`config.mk`:
```
export PLATFORM = sky130hd
export DESIGN_NAME = imem_prog_loader_flat
export DESIGN_NICKNAME = d
export VERILOG_FILES = /design/src/rtl/imem_prog_loader_pkg.sv /design/src/rtl/imem_prog_loader_if.sv /design/src/rtl/imem_prog_loader_csum.sv /design/src/rtl/imem_prog_loader.sv /design/src/flat_wrapper.sv
export SDC_FILE = /design/constraint.sdc
export NUM_CORES = 1
export LEC_CHECK = 0
export CAP_MARGIN = 20
export CORE_ASPECT_RATIO = 0.75
export CORE_MARGIN = 2
export CORE_UTILIZATION = 45
export DETAILED_ROUTE_END_ITERATION = 8
export GPL_ROUTABILITY_DRIVEN = 0
export PLACE_DENSITY = 0.89
export SLEW_MARGIN = 0
export SYNTH_ARGS = -nofsm -noshare
export SYNTH_HDL_FRONTEND = slang
export SYNTH_SLANG_ARGS = --single-unit
```
`constraint.sdc`:
```
create_clock -name clk -period 3.2 [get_ports clk]
set_input_delay 0.96 -clock clk [delete_from_list [all_inputs] [get_ports clk]]
set_output_delay 0.96 -clock clk [all_outputs]
set_load 0.05 [all_outputs]
```
`src/rtl/imem_prog_loader_pkg.sv`:
```
// imem_prog_loader_pkg: shared states, default geometry and address helper for the imem loader
package imem_prog_loader_pkg;
  localparam int DEF_DATA_W      = 32;
  localparam int DEF_ADDR_W      = 9;
  localparam int DEF_DEPTH       = 128;
  localparam int DEF_STRIDE      = 4;
  localparam int DEF_BASE        = 0;
  localparam int DEF_RELEASE_DLY = 2;
  typedef enum logic [1:0] {IDLE, LOAD, RELEASE, RUN} state_t;
  function automatic logic [31:0] addr_of(input int idx, input int base = DEF_BASE,
                                          input int stride = DEF_STRIDE);
    return 32'(base + idx * stride);
  endfunction
endpackage

```
`src/rtl/imem_prog_loader_if.sv`:
```
// imem_prog_loader_if: control, source stream and imem write port of the program loader
interface imem_prog_loader_if #(
  parameter int DATA_W = 32,
  parameter int ADDR_W = 9,
  parameter int LEN_W  = 8
);
  logic              start;
  logic [LEN_W-1:0]  len;
  logic              s_valid;
  logic [DATA_W-1:0] s_data;
  logic              s_ready;
  logic              we0;
  logic [ADDR_W-1:0] wr_addr0;
  logic [DATA_W-1:0] wr_din0;
  logic              resetpc;
  logic              busy;
  logic              done;
  logic              err;
  modport master (
    output start, len, s_valid, s_data,
    input  s_ready, we0, wr_addr0, wr_din0, resetpc, busy, done, err
  );
  modport slave (
    input  start, len, s_valid, s_data,
    output s_ready, we0, wr_addr0, wr_din0, resetpc, busy, done, err
  );
endinterface

```
`src/rtl/imem_prog_loader_csum.sv`:
```
// imem_load_csum: wrapping sum of the image words, compared against the trailing checksum beat
module imem_load_csum #(
  parameter int DATA_W = 32
) (
  input  logic              clk,
  input  logic              reset,
  input  logic              clear,
  input  logic              add,
  input  logic [DATA_W-1:0] din,
  input  logic [DATA_W-1:0] cmp,
  output logic              match
);
  logic [DATA_W-1:0] sum_q;
  // accumulate accepted data words; a new load restarts from zero
  always_ff @(posedge clk)
    if (reset || clear) sum_q <= '0;
    else if (add) sum_q <= sum_q + din;
  assign match = sum_q == cmp;
endmodule

```
`src/rtl/imem_prog_loader.sv`:
```
// imem_prog_loader: streams a program image into imem then releases the core; IMEM_LOAD_CHECKSUM_EN adds a checksum beat
module imem_prog_loader
  import imem_prog_loader_pkg::*;
#(
  parameter int DATA_W      = DEF_DATA_W,
  parameter int ADDR_W      = DEF_ADDR_W,
  parameter int DEPTH       = DEF_DEPTH,
  parameter int BYTE_STRIDE = DEF_STRIDE,
  parameter int BASE_ADDR   = DEF_BASE,
  parameter int RELEASE_DLY = DEF_RELEASE_DLY
) (
  input logic clk,
  input logic reset,
  imem_prog_loader_if.slave bus
);
  localparam int LEN_W = $clog2(DEPTH + 1);
  localparam int DLY_W = $clog2(RELEASE_DLY + 2);
  if (BASE_ADDR + (DEPTH - 1) * BYTE_STRIDE >= 2 ** ADDR_W) begin : g_addr_check
    $error("imem_prog_loader: image does not fit in ADDR_W");
  end
  state_t            state_q, state_d;
  logic [LEN_W-1:0]  len_q, idx_q;
  logic [DLY_W-1:0]  dly_q;
  logic              we0_q, resetpc_q, done_q, err_q;
  logic [ADDR_W-1:0] addr_q;
  logic [DATA_W-1:0] din_q;
  logic              beat, data_beat, last_beat, csum_bad, armed, legal, start_ok, start_bad, fire;
  assign bus.s_ready = state_q == LOAD;
  assign beat        = bus.s_valid & bus.s_ready;
  assign armed       = state_q == IDLE || state_q == RUN;
  assign legal       = bus.len != '0 && bus.len <= LEN_W'(DEPTH);
  assign start_ok    = armed & bus.start & legal;
  assign start_bad   = armed & bus.start & ~legal;
  assign fire        = state_q == RELEASE && dly_q == DLY_W'(RELEASE_DLY);
`ifdef IMEM_LOAD_CHECKSUM_EN
  logic csum_beat, csum_ok;
  assign data_beat = beat && idx_q != len_q;
  assign csum_beat = beat && idx_q == len_q;
  assign last_beat = csum_beat & csum_ok;
  assign csum_bad  = csum_beat & ~csum_ok;
  imem_load_csum #(.DATA_W(DATA_W)) u_csum (
    .clk  (clk),
    .reset(reset),
    .clear(start_ok),
    .add  (data_beat),
    .din  (bus.s_data),
    .cmp  (bus.s_data),
    .match(csum_ok)
  );
`else
  assign data_beat = beat;
  assign last_beat = beat && idx_q == len_q - 1'b1;
  assign csum_bad  = 1'b0;
`endif
  // next-state selection: accept loads from IDLE/RUN, leave LOAD on the final beat, release after the delay
  always_comb begin
    state_d = state_q;
    case (state_q)
      IDLE, RUN: state_d = start_ok ? LOAD : state_q;
      LOAD:      state_d = last_beat ? RELEASE : csum_bad ? IDLE : state_q;
      RELEASE:   state_d = fire ? RUN : state_q;
      default:   state_d = IDLE;
    endcase
  end
  // state register, registered imem write port, release delay counter and status flags
  always_ff @(posedge clk)
    if (reset) begin
      state_q   <= IDLE;
      len_q     <= '0;
      idx_q     <= '0;
      dly_q     <= '0;
      we0_q     <= 1'b0;
      addr_q    <= '0;
      din_q     <= '0;
      resetpc_q <= 1'b0;
      done_q    <= 1'b0;
      err_q     <= 1'b0;
    end else begin
      state_q   <= state_d;
      we0_q     <= data_beat;
      done_q    <= fire;
      resetpc_q <= fire | (resetpc_q & ~start_ok);
      dly_q     <= state_q == RELEASE ? dly_q + 1'b1 : '0;
      if (data_beat) begin
        addr_q <= ADDR_W'(addr_of(int'(idx_q), BASE_ADDR, BYTE_STRIDE));
        din_q  <= bus.s_data;
        idx_q  <= idx_q + 1'b1;
      end
      if (start_ok) begin
        len_q <= bus.len;
        idx_q <= '0;
        err_q <= 1'b0;
      end else if (start_bad || csum_bad) begin
        err_q <= 1'b1;
      end
    end
  assign bus.we0      = we0_q;
  assign bus.wr_addr0 = addr_q;
  assign bus.wr_din0  = din_q;
  assign bus.resetpc  = resetpc_q;
  assign bus.done     = done_q;
  assign bus.err      = err_q;
  assign bus.busy     = state_q == LOAD || state_q == RELEASE;
endmodule

```
`src/flat_wrapper.sv`:
```
// flat-port wrapper written by rule: the top's interface ports become plain ports
module imem_prog_loader_flat import imem_prog_loader_pkg::*;
#(
  parameter int DATA_W      = DEF_DATA_W,
  parameter int ADDR_W      = DEF_ADDR_W,
  parameter int DEPTH       = DEF_DEPTH,
  parameter int BYTE_STRIDE = DEF_STRIDE,
  parameter int BASE_ADDR   = DEF_BASE,
  parameter int RELEASE_DLY = DEF_RELEASE_DLY
)
  (clk, reset, bus_start, bus_len, bus_s_valid, bus_s_data, bus_s_ready, bus_we0, bus_wr_addr0, bus_wr_din0, bus_resetpc, bus_busy, bus_done, bus_err);
  imem_prog_loader_if #(.DATA_W(DATA_W), .ADDR_W(ADDR_W), .LEN_W(($clog2(DEF_DEPTH + 1)))) bus_i ();
  input logic clk;
  input logic reset;
  input wire logic [$bits(bus_i.start)-1:0] bus_start;
  input wire logic [$bits(bus_i.len)-1:0] bus_len;
  input wire logic [$bits(bus_i.s_valid)-1:0] bus_s_valid;
  input wire logic [$bits(bus_i.s_data)-1:0] bus_s_data;
  output wire logic [$bits(bus_i.s_ready)-1:0] bus_s_ready;
  output wire logic [$bits(bus_i.we0)-1:0] bus_we0;
  output wire logic [$bits(bus_i.wr_addr0)-1:0] bus_wr_addr0;
  output wire logic [$bits(bus_i.wr_din0)-1:0] bus_wr_din0;
  output wire logic [$bits(bus_i.resetpc)-1:0] bus_resetpc;
  output wire logic [$bits(bus_i.busy)-1:0] bus_busy;
  output wire logic [$bits(bus_i.done)-1:0] bus_done;
  output wire logic [$bits(bus_i.err)-1:0] bus_err;
  assign bus_i.start = bus_start;
  assign bus_i.len = bus_len;
  assign bus_i.s_valid = bus_s_valid;
  assign bus_i.s_data = bus_s_data;
  assign bus_s_ready = bus_i.s_ready;
  assign bus_we0 = bus_i.we0;
  assign bus_wr_addr0 = bus_i.wr_addr0;
  assign bus_wr_din0 = bus_i.wr_din0;
  assign bus_resetpc = bus_i.resetpc;
  assign bus_busy = bus_i.busy;
  assign bus_done = bus_i.done;
  assign bus_err = bus_i.err;
  imem_prog_loader #(.DATA_W(DATA_W), .ADDR_W(ADDR_W), .DEPTH(DEPTH), .BYTE_STRIDE(BYTE_STRIDE), .BASE_ADDR(BASE_ADDR), .RELEASE_DLY(RELEASE_DLY)) u_core (.clk(clk), .reset(reset), .bus(bus_i));
endmodule
```
### After elaboration in Yosys (flattened, before gate mapping)

Cells that the tools add are included.
Widths: inputs -> output; s select.

| word-level totals | value |
|---|---|
| register bits after elaboration | 63 |
| bits in latches | 0 |
| bits in writable memories | 0 |
| ROM bits | 0 |
| input port bits | 44 |
| output and inout bits | 47 |
| logic and storage cells | 46 |
| memories | 0 |

| cells by class | value |
|---|---|
| add/sub/neg operators | 3 |
| multipliers | 0 |
| divide/modulo/power cells | 0 |
| magnitude comparators | 1 |
| equality and inequality tests | 8 |
| shift-type cells | 0 |
| muxes and demuxes | 4 |
| bitwise logic cells | 9 |
| reductions and logical operators | 11 |

Operators by type and width:

| kind | count |
|---|---|
| $add 8x1->8 const B | 1 |
| $eq 8x8->1 | 1 |
| $le 8x8->1 const B | 1 |
| $reduce_bool 8->1 | 1 |
| $sub 8x1->8 const B | 1 |
| $eq 2x2->1 const B | 3 |
| $mux 2 | 3 |
| $pmux 2 s3 | 1 |
| $reduce_or 2->1 | 3 |
| $and 1x1->1 | 5 |
| $ne 2x1->1 const B | 2 |
| $logic_and 1x1->1 | 3 |
| $not 1->1 | 3 |
| $reduce_and 3->1 | 1 |
| $add 2x1->2 const B | 1 |
| $eq 2x1->1 const B | 1 |
| $logic_not 2->1 | 1 |
| $logic_or 1x1->1 | 2 |
| $ne 2x2->1 const B | 1 |
| $or 1x1->1 | 1 |

### Logic depth before layout (Yosys ltp)

| depth | value |
|---|---|
| depth in word-level cells | 7 |
| gate-level depth with buffers | 8 |
| gate-level depth less buffers | 8 |

### Worst setup path before layout

OpenSTA, ideal clock, no wires.

| timing path | value |
|---|---|
| kind | input to register |
| from | in bus_len[3] |
| to | reg u_core.state_q[0] |
| setup time | 0.121 ns |
| arrival | 2.521 ns |
| data required time | 3.079 ns |
| setup slack | 0.558 ns |
| cell stages on the path | 6 |
| buffers on the path | 0 |
| cell sequence | or4_4 nor4_4 xnor2_1 a21oi_1 a2111oi_2 mux2_2 |

| between the ends | value |
|---|---|
| word-level cells in the longest chain between the ends | 5 |
| elaborated cells on any way between the ends | 6 |
| those cells by class | 1 x order compare; 1 x eq/ne; 1 x bitwise; 3 x reduce/logical |

Ends and longest elaborated chain:

| what | line | RTL |
|---|---|---|
| from (decl) | flat_wrapper.sv:16 | `input wire logic [$bits(bus_i.len)-1:0] bus_len;` |
| $le 8x8->1 / $reduce_bool 8->1 (equally long branches) | imem_prog_loader.sv:31 | `assign legal = bus.len != '0 && bus.len <= LEN_W'(DEPTH);` |
| $logic_and 1x1->1 * | imem_prog_loader.sv:31 |  |
| $and 1x1->1 * | imem_prog_loader.sv:32 | `assign start_ok = armed & bus.start & legal;` |
| $ne 2x1->1 (no source line) * | -- |  |
| $reduce_and 3->1 (no source line) * | -- |  |
| to (signal assigned) | imem_prog_loader.sv:79 | `state_q <= state_d;` |
| to (decl) | imem_prog_loader.sv:21 | `state_t state_q, state_d;` |

Every way passes the cells marked *; elsewhere a longest branch is shown, timed or not.
A chain may end at the register's enable or synchronous reset.

### Worst setup path in the final report

| timing path | value |
|---|---|
| from | reg u_core.state_q[0] |
| to | out bus_busy |

| between the ends | value |
|---|---|
| word-level cells in the longest chain between the ends | 2 |
| elaborated cells on any way between the ends | 3 |
| those cells by class | 2 x eq/ne; 1 x reduce/logical |

Ends and longest elaborated chain:

| what | line | RTL |
|---|---|---|
| $eq 2x1->1 / $eq 2x2->1 (equally long branches) | imem_prog_loader.sv:103 | `assign bus.busy = state_q == LOAD \|\| state_q == RELEASE;` |
| $logic_or 1x1->1 * | imem_prog_loader.sv:103 |  |
| to (decl) | flat_wrapper.sv:24 | `output wire logic [$bits(bus_i.busy)-1:0] bus_busy;` |

Marked as above.

==> run_results.csv <==
group,metric,value,unit
timing,finalSetupViolCount,0,
power_and_ir_drop,p_per_area,674,nW/um^2
grt,grt_first_pass_wirelength,10100,um
timing,slew_headroom,62.2,%
power_and_ir_drop,power,2.56,mW
yosys,synthTopCellsByArea,"dfxtp_1 48%, nand2_1 12%, a21oi_1 8.0%",
yosys,synth-edff-count,0,
yosys,synth_top_area_cell,"dfxtp_1",
clocking,cts_resized,0,
yosys,avgSynthCellArea,8.48,sq um
timing,period_minus_slack,2.96,ns
grt,top_usage_layer,"met2",
placed_design,port_buffers,88,
clocking,clockRootBuffer,"clkbuf_8",
layout,syn_to_final_growth,44.3,%
clocking,ctsHtreeMaxLevel,3,
yosys,ys.flop_type,"dfxtp_1",
placed_design,hpwl,4260,um
power_and_ir_drop,ir_drop,303,uV
timing,timing.final.ws_setup,0.241,ns
clocking,post_cts_buffers,0,
yosys,synthArstFlopShare,0,%
setup_path,r2r_start,"u_core.len_q[0]",
clocking,cts.reportedPaths.clkPinSlew,0.07,ns
power_and_ir_drop,leakagePower,1.36,nW
grt,grt_max_degree,42,
timing,max_freq,338,MHz
floorplanning,dieArea,6470,sq um
setup_path,critPathRequiredTime,2.24,ns
grt,grt_pass1_vias,2245,
drt,vias,2378,
setup_path,regToRegSetupSlack,0.70,ns
clocking,numCtsBuffers,9,
floorplanning,coreArea,5740,sq um
yosys,synth_cell_type_count,38,
grt,gr-usage-all-layers,19.7,%
floorplanning,rows,24,
status,status,"completed",
drt,drt-pass1-iter-count,4,
clocking,cts_sinks,63,
floorplanning,initial_core_util,45.8,%
grt,met3_usage,8.20,%
drt,drcViolationCount,0,
grt,grt_use_met1,22.5,%
layout,final_cells,480,
grt,grt_use_met2,32.8,%
timing,hold_viol,0,
floorplanning,io_pins,91,
floorplanning,die_x,92.2,um
layout,drive_gt1_share,9.45,%
clocking,clk_path_buf_depth,2,
placed_design,pre_cts_slack,-0.00773,ns
timing,clock_skew,0.00536,ns
timing,drv_slew,0,
grt,antenna_found_initial,0,
yosys,netlist.area_leader.share,48.0,%
timing,rsz0062_at_grt,"no",
drt,viasPerCell,4.95,
setup_path,end_kind,"output port",
drt,drt_iter0_drc,53,
clocking,cts_tree,"built",
clocking,holdBufCountCts,0,
yosys,post-synth-top-count-cell,"nand2_1",
yosys,synth_area,2630,sq um
setup_path,r2r_cells,8,
timing,tightest_slew,0.561,ns
yosys,ys.warnings.count,0,
min_path,worstHoldPathType,"flop to flop",
timing,post-route-period-util,92.5,%
setup_path,critPathLaunchType,"flop",
drt,ant_nets,0,
yosys,synth_seq_cells,63,
setup_path,path_class,"flop to output port",
drt,wl_per_cell,12.5,um
min_path,min_from,"u_core.dly_q[0]",
yosys,seq_area_frac_synth,48.0,%
setup_path,crit_arrival,2.00,ns
placed_design,dp.cells,464,
setup_path,path_max_fanout,4,
timing,fin_setup_tns,0,ns
layout,final_nets,447,
floorplanning,die_h,70.2,um
run,drv_cap,0,
min_path,whs_path_depth,1,
yosys,synth.top_cells.by_count,"83 x nand2_1, 63 x dfxtp_1, 42 x a21oi_1",
drt,wirelength,6010,um
layout,diodes,0,
clocking,worstSkewPairLatency,0.34,ns
grt,grt.overflow.total,0,
layout,final_util,66.1,%
yosys,synthCells,310,
setup_path,critPathLaunch,"u_core.state_q[0]",
==> path summary, 6_finish.rpt <==
| path | to |
|---|---|
| worst min-delay path | u_core.dly_q[0] |
| worst min register to register | u_core.dly_q[0] |
| worst max-delay path | bus_busy |
| worst max register to register | u_core.state_q[0] |
==> sequential cells by signal, summed over array words and instances, names as in the netlist <==
signal               cells
u_core.bus.wr_din0      32
u_core.idx_q             8
u_core.len_q             8
u_core.bus.wr_addr0      7
u_core.dly_q             2
u_core.state_q           2
u_core.bus.done          1
u_core.bus.err           1
u_core.bus.resetpc       1
u_core.bus.we0           1
==> cells in the final DEF, fill, tap and decap left out, types with 3 or more instances in the layout <==
cell type,synthesis,final
inv_1,9,9
xnor2_1,10,10
nand2_1,83,83
clkbuf_8,0,11
a21oi_1,42,42
xor2_1,8,8
clkdlybuf4s50_1,0,87
nand3_1,3,3
and3_1,3,3
buf_4,3,6
nand4_1,3,3
nand2b_1,3,3
nor2_2,8,8
mux2i_1,8,8
ha_1,6,6
dfxtp_1,63,63
nor2_1,18,18
==> cell type report <==
cell class	instances	area, sq um
fill	476	1940
sequential	63	1260
multi-input combinational	219	1230
timing repair buffer	95	941
clock buffer	13	159
tap	78	97.6
clock inverter	3	65.1
inverter	9	33.8
==> stage by stage <==
stage | hold slack [ns] | cell area (sq um)
detailed placement | 0.426 | 3570
global placement | 0.401 | 3570
global route | 0.449 | 3790
CTS | 0.436 | 3790
floorplan | 0.393 | 2630
finish | 0.432 | 3790
==> power breakdown <==
| group | switching (mW) | leakage, nW | internal [mW] |
|---|---|---|---|
| clock | 0.295 | 0.114 | 0.481 |
| combinational | 0.536 | 0.734 | 0.329 |
| sequential | 0.0538 | 0.511 | 0.862 |
| total | 0.885 | 1.36 | 1.67 |
==> routing by layer <==
layer / wire (um) / vias up
met5: 0 / -
met4: 92 / 0
met3: 554 / 13
met2: 2730 / 89
met1: 2640 / 1087
li1: - / 1189
==> worst max-delay path: stages (launching register included) <==
cell and delay [ns]:
dfxtp_1 0.36, inv_1 0.07, ha_1 0.34, inv_1 0.10, clkdlybuf4s50_1 0.80
==> logic make-up (layout without fill, tap and decap cells) <==
group           Yosys count  in the layout  share of synthesized area, %
compound gates           50             50                          10.7
other cells               1              2                         0.143
buf+inv                  29            120                          5.14
fa+ha+maj                 6              6                          2.86
xor+xnor                 18             18                          6.00
mux                      10             10                          3.90
simple gates            133            133                          23.2
flops                    63             63                          48.0
(Power assumes the default switching activity.)
